<file path="src/rtl/sseg_scan_if.sv">
// Display-side bundle for the 4-digit seven-segment scanner: frame capture
// inputs (load, per-digit patterns, dp and blank masks) and the registered
// multiplexed drive outputs.
interface sseg_scan_if;
  logic       load;
  logic [6:0] seg0;
  logic [6:0] seg1;
  logic [6:0] seg2;
  logic [6:0] seg3;
  logic [3:0] dp_in;
  logic [3:0] blank;
  logic [3:0] an;
  logic [6:0] sseg;
  logic       dp;
  logic       frame;

  // Producer of display content, consumer of the drive pins.
  modport master (
    output load, seg0, seg1, seg2, seg3, dp_in, blank,
    input  an, sseg, dp, frame
  );

  // The scanner itself.
  modport slave (
    input  load, seg0, seg1, seg2, seg3, dp_in, blank,
    output an, sseg, dp, frame
  );
endinterface

</file>
<file path="src/rtl/sseg_scan.sv">
// Four-digit multiplexed seven-segment scanner. A prescaler walks the digit
// index through DIV-cycle slots; the first DEAD cycles of each slot keep all
// anodes off to avoid ghosting. New content is staged in a shadow image and
// only swapped into the active image at a frame boundary, so one 4-slot scan
// never mixes two images.
module sseg_scan #(
  parameter int DIV  = 50000,
  parameter int DEAD = 16
) (
  input  logic       clk,
  input  logic       rst,
  sseg_scan_if.slave bus
);
  localparam int            CW       = $clog2(DIV);
  localparam logic [CW-1:0] CNT_MAX  = CW'(DIV - 1);
  localparam logic [CW-1:0] CNT_DEAD = CW'(DEAD);

  // One complete display image: patterns (seg[n] for digit n), dp, blank.
  typedef struct packed {
    logic [3:0][6:0] seg;
    logic [3:0]      dp;
    logic [3:0]      blank;
  } img_t;

  localparam img_t DARK = '{seg: {4{7'h7F}}, dp: 4'h0, blank: 4'hF};

  logic [CW-1:0] cnt;
  logic [1:0]    idx;
  logic          pending;
  img_t          shadow;
  img_t          active;
  img_t          live;
  logic          boundary;

  logic [3:0]    an_d;
  logic [6:0]    sseg_d;
  logic          dp_d;
  logic [3:0]    an_q;
  logic [6:0]    sseg_q;
  logic          dp_q;
  logic          frame_q;

  assign live     = '{seg:   {bus.seg3, bus.seg2, bus.seg1, bus.seg0},
                      dp:    bus.dp_in,
                      blank: bus.blank};
  assign boundary = (cnt == CNT_MAX) && (idx == 2'd3);

  // Slot prescaler and digit index; idx advances on each slot wrap.
  always_ff @(posedge clk or negedge rst) begin
    if (!rst) begin
      cnt <= '0;
      idx <= 2'd0;
    end else if (cnt == CNT_MAX) begin
      cnt <= '0;
      idx <= idx + 2'd1;
    end else begin
      cnt <= cnt + CW'(1);
    end
  end

  // Double-buffered image: load stages into shadow (last load wins); the
  // frame boundary promotes shadow, or takes a coincident load directly.
  always_ff @(posedge clk or negedge rst) begin
    if (!rst) begin
      shadow  <= DARK;
      active  <= DARK;
      pending <= 1'b0;
    end else if (bus.load) begin
      shadow <= live;
      if (boundary) begin
        active  <= live;
        pending <= 1'b0;
      end else begin
        pending <= 1'b1;
      end
    end else if (boundary && pending) begin
      active  <= shadow;
      pending <= 1'b0;
    end
  end

  // Next drive value: dark during the guard window or for a blanked digit.
  always_comb begin
    an_d   = 4'hF;
    sseg_d = 7'h7F;
    dp_d   = 1'b1;
    if ((cnt >= CNT_DEAD) && !active.blank[idx]) begin
      an_d   = ~(4'b0001 << idx);
      sseg_d = active.seg[idx];
      dp_d   = ~active.dp[idx];
    end
  end

  // Output registers: one cycle behind cnt/idx/active; frame follows boundary.
  always_ff @(posedge clk or negedge rst) begin
    if (!rst) begin
      an_q    <= 4'hF;
      sseg_q  <= 7'h7F;
      dp_q    <= 1'b1;
      frame_q <= 1'b0;
    end else begin
      an_q    <= an_d;
      sseg_q  <= sseg_d;
      dp_q    <= dp_d;
      frame_q <= boundary;
    end
  end

  assign bus.an    = an_q;
  assign bus.sseg  = sseg_q;
  assign bus.dp    = dp_q;
  assign bus.frame = frame_q;
endmodule
</file>
<file path="src/flat_wrapper.sv">
// flat-port wrapper written by rule: the top's interface ports become plain ports
module sseg_scan_flat 
#(
  parameter int DIV  = 50000,
  parameter int DEAD = 16
)
  (clk, rst, bus_load, bus_seg0, bus_seg1, bus_seg2, bus_seg3, bus_dp_in, bus_blank, bus_an, bus_sseg, bus_dp, bus_frame);
  sseg_scan_if bus_i ();
  input  logic clk;
  input  logic rst;
  input wire logic [$bits(bus_i.load)-1:0] bus_load;
  input wire logic [$bits(bus_i.seg0)-1:0] bus_seg0;
  input wire logic [$bits(bus_i.seg1)-1:0] bus_seg1;
  input wire logic [$bits(bus_i.seg2)-1:0] bus_seg2;
  input wire logic [$bits(bus_i.seg3)-1:0] bus_seg3;
  input wire logic [$bits(bus_i.dp_in)-1:0] bus_dp_in;
  input wire logic [$bits(bus_i.blank)-1:0] bus_blank;
  output wire logic [$bits(bus_i.an)-1:0] bus_an;
  output wire logic [$bits(bus_i.sseg)-1:0] bus_sseg;
  output wire logic [$bits(bus_i.dp)-1:0] bus_dp;
  output wire logic [$bits(bus_i.frame)-1:0] bus_frame;
  assign bus_i.load = bus_load;
  assign bus_i.seg0 = bus_seg0;
  assign bus_i.seg1 = bus_seg1;
  assign bus_i.seg2 = bus_seg2;
  assign bus_i.seg3 = bus_seg3;
  assign bus_i.dp_in = bus_dp_in;
  assign bus_i.blank = bus_blank;
  assign bus_an = bus_i.an;
  assign bus_sseg = bus_i.sseg;
  assign bus_dp = bus_i.dp;
  assign bus_frame = bus_i.frame;
  sseg_scan #(.DIV(DIV), .DEAD(DEAD)) u_core (.clk(clk), .rst(rst), .bus(bus_i));
endmodule
</file>
<file path="config.mk">
export PLATFORM = sky130hd
export DESIGN_NAME = sseg_scan_flat
export DESIGN_NICKNAME = d
export VERILOG_FILES = /design/src/rtl/sseg_scan_if.sv /design/src/rtl/sseg_scan.sv /design/src/flat_wrapper.sv
export SDC_FILE = /design/constraint.sdc
export NUM_CORES = 1
export LEC_CHECK = 0
export CORE_ASPECT_RATIO = 1.4
export CORE_MARGIN = 8
export CORE_UTILIZATION = 45
export CTS_CLUSTER_SIZE = 30
export DETAILED_ROUTE_END_ITERATION = 8
export GPL_ROUTABILITY_DRIVEN = 0
export MAX_ROUTING_LAYER = met4
export PLACE_DENSITY = 0.76
export SLEW_MARGIN = 10
export SYNTH_ARGS = -nofsm -noshare
export SYNTH_HDL_FRONTEND = slang
export SYNTH_SLANG_ARGS = --single-unit
</file>
<file path="constraint.sdc">
create_clock -name clk -period 7 [get_ports clk]
set_clock_uncertainty 0.05 [all_clocks]
set_input_delay 1.4 -clock clk [delete_from_list [all_inputs] [get_ports clk]]
set_output_delay 1.4 -clock clk [all_outputs]
set_load 0.03 [all_outputs]
</file>
==> impl_metrics.prom <==
# TYPE chip_impl_metric gauge
chip_impl_info{name="holdCritPathClass",value="flop to flop"} 1
chip_impl_metric{name="p_switching",unit="mW"} 0.266
chip_impl_metric{name="timing.setup.tns",unit="ns"} 0
chip_impl_metric{name="crit_arrival",unit="ns"} 3.41
chip_impl_metric{name="syn_nets",unit=""} 327
chip_impl_metric{name="finalMaxSlewViolations",unit=""} 0
chip_impl_metric{name="dpl.hpwl",unit="µm"} 5260
chip_impl_metric{name="finalWirelength",unit="µm"} 7720
chip_impl_metric{name="floorplan.core_area",unit="µm²"} 9460
chip_impl_metric{name="power.density_cell_area",unit="nW/µm²"} 228
chip_impl_metric{name="syn_avg_cell_area",unit="µm²"} 15.5
chip_impl_metric{name="reg_clk_slew_reported_paths",unit="ns"} 0.07
chip_impl_metric{name="ys_warn_count",unit=""} 0
chip_impl_metric{name="max_freq",unit="MHz"} 309
chip_impl_metric{name="critPathMaxFanout",unit=""} 37
chip_impl_metric{name="ys_seq_area_share",unit="%"} 61.9
chip_impl_metric{name="io-pin-count",unit=""} 52
chip_impl_metric{name="layout_fillers",unit=""} 769
chip_impl_metric{name="routedWlPerCell",unit="µm"} 17.1
chip_impl_metric{name="drt_drc_violations_left",unit=""} 0
chip_impl_metric{name="count_of_cells_resized_by_post_cts_repair",unit=""} 0
chip_impl_metric{name="timing.final.crit_period",unit="ns"} 3.24
chip_impl_metric{name="first_global_vias",unit=""} 2657
chip_impl_metric{name="layout-drive-gt1-share",unit="%"} 44.7
chip_impl_metric{name="global_route_wire_length_before_repair",unit="µm"} 13300
chip_impl_metric{name="max-vdd-ir-drop",unit="mV"} 0.108
chip_impl_metric{name="dpl_cell_area",unit="µm²"} 4930
chip_impl_metric{name="smallest_hold_slack",unit="ns"} 0.437
chip_impl_metric{name="grt_usage",unit="%"} 13.2
chip_impl_info{name="tritoncts",value="done"} 1
chip_impl_metric{name="synthToLayoutAreaGrowth",unit="%"} 19.7
chip_impl_metric{name="netlist-cell-type-count",unit=""} 33
chip_impl_metric{name="clock_tree.htree_level_count",unit=""} 3
chip_impl_info{name="rsz0062_at_grt",value="false"} 1
chip_impl_metric{name="period_share",unit="%"} 46.2
chip_impl_metric{name="routed_via_density",unit=""} 5.27
chip_impl_metric{name="rows",unit=""} 42
chip_impl_metric{name="routed-via-count",unit=""} 2375
chip_impl_metric{name="fin_area",unit="µm²"} 5220
chip_impl_metric{name="area_fraction_of_the_dominant_cell_type_after_synthesis",unit="%"} 45.8
chip_impl_metric{name="postSynthRegisterBits",unit=""} 104
chip_impl_metric{name="cts_made_buffers",unit=""} 9
chip_impl_metric{name="combinational_cell_fraction_of_total_power",unit="%"} 5.7
chip_impl_metric{name="critPathRequiredTime",unit="ns"} 7.17
chip_impl_info{name="netlist.top_cell.by_area",value="sky130_fd_sc_hd__dfstp_2"} 1
chip_impl_info{name="startpoint_type_of_the_worst_setup_path",value="primary input"} 1
chip_impl_metric{name="p_seq_share",unit="%"} 53.9
chip_impl_metric{name="final-setup-viol-count",unit=""} 0
chip_impl_metric{name="clock_insertion_delay_worst_skew",unit="ns"} 0.34
chip_impl_metric{name="cts_setup_buffers",unit=""} 0
chip_impl_info{name="final_common_cell",value="sky130_fd_sc_hd__dfstp_2"} 1
chip_impl_metric{name="final_nets",unit=""} 380
chip_impl_metric{name="share_of_total_power_in_the_clock_network",unit="%"} 40.4
chip_impl_info{name="layout.cells.most_common_list",value="sky130_fd_sc_hd__dfstp_2 (76), sky130_fd_sc_hd__clkdlybuf4s50_1 (49), sky130_fd_sc_hd__mux2_2 (42)"} 1
chip_impl_info{name="timing.critical_path.from",value="bus_load"} 1
chip_impl_metric{name="first_iter_violations",unit=""} 103
chip_impl_metric{name="start_util",unit="%"} 46.1
chip_impl_info{name="path_class",value="primary input to flop"} 1
chip_impl_metric{name="post_synth_edffs",unit=""} 0
chip_impl_metric{name="timing.max_cap.violations",unit=""} 0
chip_impl_info{name="root_buffer",value="sky130_fd_sc_hd__clkbuf_16"} 1
chip_impl_info{name="synthFlopType",value="sky130_fd_sc_hd__dfstp_2"} 1
chip_impl_metric{name="number_of_sinks_handled_by_clock_tree_synthesis",unit=""} 104
chip_impl_metric{name="switching_part_of_the_total_power",unit="%"} 22.3
chip_impl_metric{name="hold_viol",unit=""} 0
chip_impl_metric{name="clock_tree.buffer_depth",unit=""} 2
chip_impl_info{name="result_of_the_run",value="finished, final reports clean"} 1
chip_impl_metric{name="worst_slew_pin_slew",unit="ns"} 0.849
chip_impl_metric{name="cellInternalPower",unit="mW"} 0.923
chip_impl_metric{name="relSlewSlack",unit="%"} 43.4
chip_impl_metric{name="grt_overflow",unit=""} 0
chip_impl_metric{name="route.antenna.remaining_nets",unit=""} 0
chip_impl_info{name="critPathCaptureType",value="flop"} 1
chip_impl_metric{name="synth_cells",unit=""} 282
chip_impl_metric{name="asyncSetResetFlopFracSynth",unit="%"} 100
chip_impl_info{name="hold_path.startpoint",value="u_core.active[6]$_DFFE_PN0P_"} 1
chip_impl_metric{name="design.die.area",unit="µm²"} 13100
chip_impl_metric{name="antenna_violations_before_repair",unit=""} 1
chip_impl_metric{name="power.static_leakage",unit="nW"} 2.18
chip_impl_metric{name="largest_net_degree_at_the_start_of_global_routing",unit=""} 68
chip_impl_metric{name="die_width",unit="µm"} 99.2
chip_impl_metric{name="post_cts_hold_buffer_count",unit=""} 0
chip_impl_metric{name="dr.pass1.iters",unit=""} 4
chip_impl_info{name="regToRegStartpoint",value="u_core.cnt[10]$_DFF_PN0_"} 1
chip_impl_metric{name="die_height",unit="µm"} 132
chip_impl_metric{name="placement.io_buffers",unit=""} 51
chip_impl_metric{name="final_core_utilization",unit="%"} 55.2
chip_impl_metric{name="cell_area_after_synthesis",unit="µm²"} 4360
chip_impl_info{name="synth.area.top_cells",value="sky130_fd_sc_hd__dfstp_2 (46%), sky130_fd_sc_hd__dfrtp_1 (16%), sky130_fd_sc_hd__mux2_2 (11%)"} 1
## sequential cells by signal (all words and copies together) (netlist names)
name	count
u_core.active	36
u_core.bus.an	4
u_core.bus.dp	1
u_core.bus.frame	1
u_core.bus.sseg	7
u_core.cnt	16
u_core.idx	2
u_core.pending	1
u_core.shadow	36
## layer usage
| layer | global-route usage [%] | share of wire (%) | vias to the layer above |
|---|---|---|---|
| met5 | - | 0 | - |
| met4 | 5.57 | 1.6 | 0 |
| met2 | 21.0 | 51 | 42 |
| met3 | 3.78 | 3.4 | 10 |
| met1 | 15.4 | 44 | 1221 |
| li1 | - | - | 1102 |
## power by group through the flow
| stage | Clock [mW] | Combinational [mW] | Sequential, mW |
|---|---|---|---|
| 2_1_floorplan | 0 | 0.0296 | 0.649 |
| 3_3_place_gp | 0 | 0.0681 | 0.650 |
| 3_5_place_dp | 0 | 0.0698 | 0.651 |
| 4_1_cts | 0.491 | 0.0700 | 0.641 |
| 5_1_grt | 0.517 | 0.0754 | 0.643 |
| 6_report | 0.480 | 0.0675 | 0.641 |
## through the flow
| step | power (mW) | cells | worst slack, ns |
|---|---|---|---|
| 6_report | 1.19 | 451 | 3.76 |
| 5_1_grt | 1.24 | 451 | 3.57 |
| 4_1_cts | 1.20 | 450 | 3.72 |
| 3_5_place_dp | 0.721 | 434 | 3.36 |
| 3_3_place_gp | 0.718 | 434 | 3.40 |
| 2_1_floorplan | 0.678 | 282 | 4.11 |
## cell families after synthesis
logic type | synth area share, %
flops | 61.9
mux | 23.2
simple gates | 7.35
buf+inv | 2.53
xor+xnor | 2.61
fa+ha+maj | 1.72
compound gates | 0.660
## cell usage after synthesis, types with 2 or more instances
| master | number |
|---|---|
| sky130_fd_sc_hd__dfstp_2 | 76 |
| sky130_fd_sc_hd__buf_8 | 2 |
| sky130_fd_sc_hd__mux4_2 | 9 |
| sky130_fd_sc_hd__nor4_1 | 3 |
| sky130_fd_sc_hd__nand3_1 | 4 |
| sky130_fd_sc_hd__xnor2_1 | 5 |
| sky130_fd_sc_hd__inv_1 | 6 |
| sky130_fd_sc_hd__xor2_1 | 8 |
| sky130_fd_sc_hd__clkbuf_1 | 5 |
| sky130_fd_sc_hd__or3_1 | 8 |
| sky130_fd_sc_hd__mux2_2 | 42 |
| sky130_fd_sc_hd__dfrtp_1 | 28 |
| sky130_fd_sc_hd__nand2_1 | 10 |
| sky130_fd_sc_hd__nor2_1 | 14 |
| sky130_fd_sc_hd__ha_1 | 6 |
| sky130_fd_sc_hd__mux2_1 | 30 |
| sky130_fd_sc_hd__and4_1 | 2 |
| sky130_fd_sc_hd__buf_1 | 2 |
| sky130_fd_sc_hd__nand4_1 | 6 |
| sky130_fd_sc_hd__and2_1 | 3 |
## path summary, 6_finish.rpt
check,to,slack (ns),depth (start not counted)
max,u_core.active[5]$_DFFE_PN0P_,3.76,4
min,u_core.active[6]$_DFFE_PN0P_,0.44,1
max reg2reg,u_core.active[5]$_DFFE_PN0P_,3.85,4
min reg2reg,u_core.active[6]$_DFFE_PN0P_,0.44,1
max in group asynchronous,u_core.cnt[9]$_DFF_PN0_,4.74,2
min in group asynchronous,u_core.shadow[5]$_DFFE_PN0P_,0.96,1
## critical path: stages
cell and delay [ns]:
sky130_fd_sc_hd__buf_2 0.64, sky130_fd_sc_hd__nor2_1 0.14, sky130_fd_sc_hd__and3b_2 0.83, sky130_fd_sc_hd__mux2_1 0.39
## cell type report
class | count | area, µm² | area share [%]
antenna | 1 | 2.50 | 0.0480
clock buffer | 9 | 225 | 4.32
clock inverter | 7 | 62.6 | 1.20
inverter | 6 | 22.5 | 0.432
multi-input combinational | 161 | 1550 | 29.8
sequential | 104 | 2700 | 51.7
tap | 110 | 138 | 2.64
timing repair buffer | 53 | 518 | 9.93
Note: power is estimated with default switching activity, not from simulation.
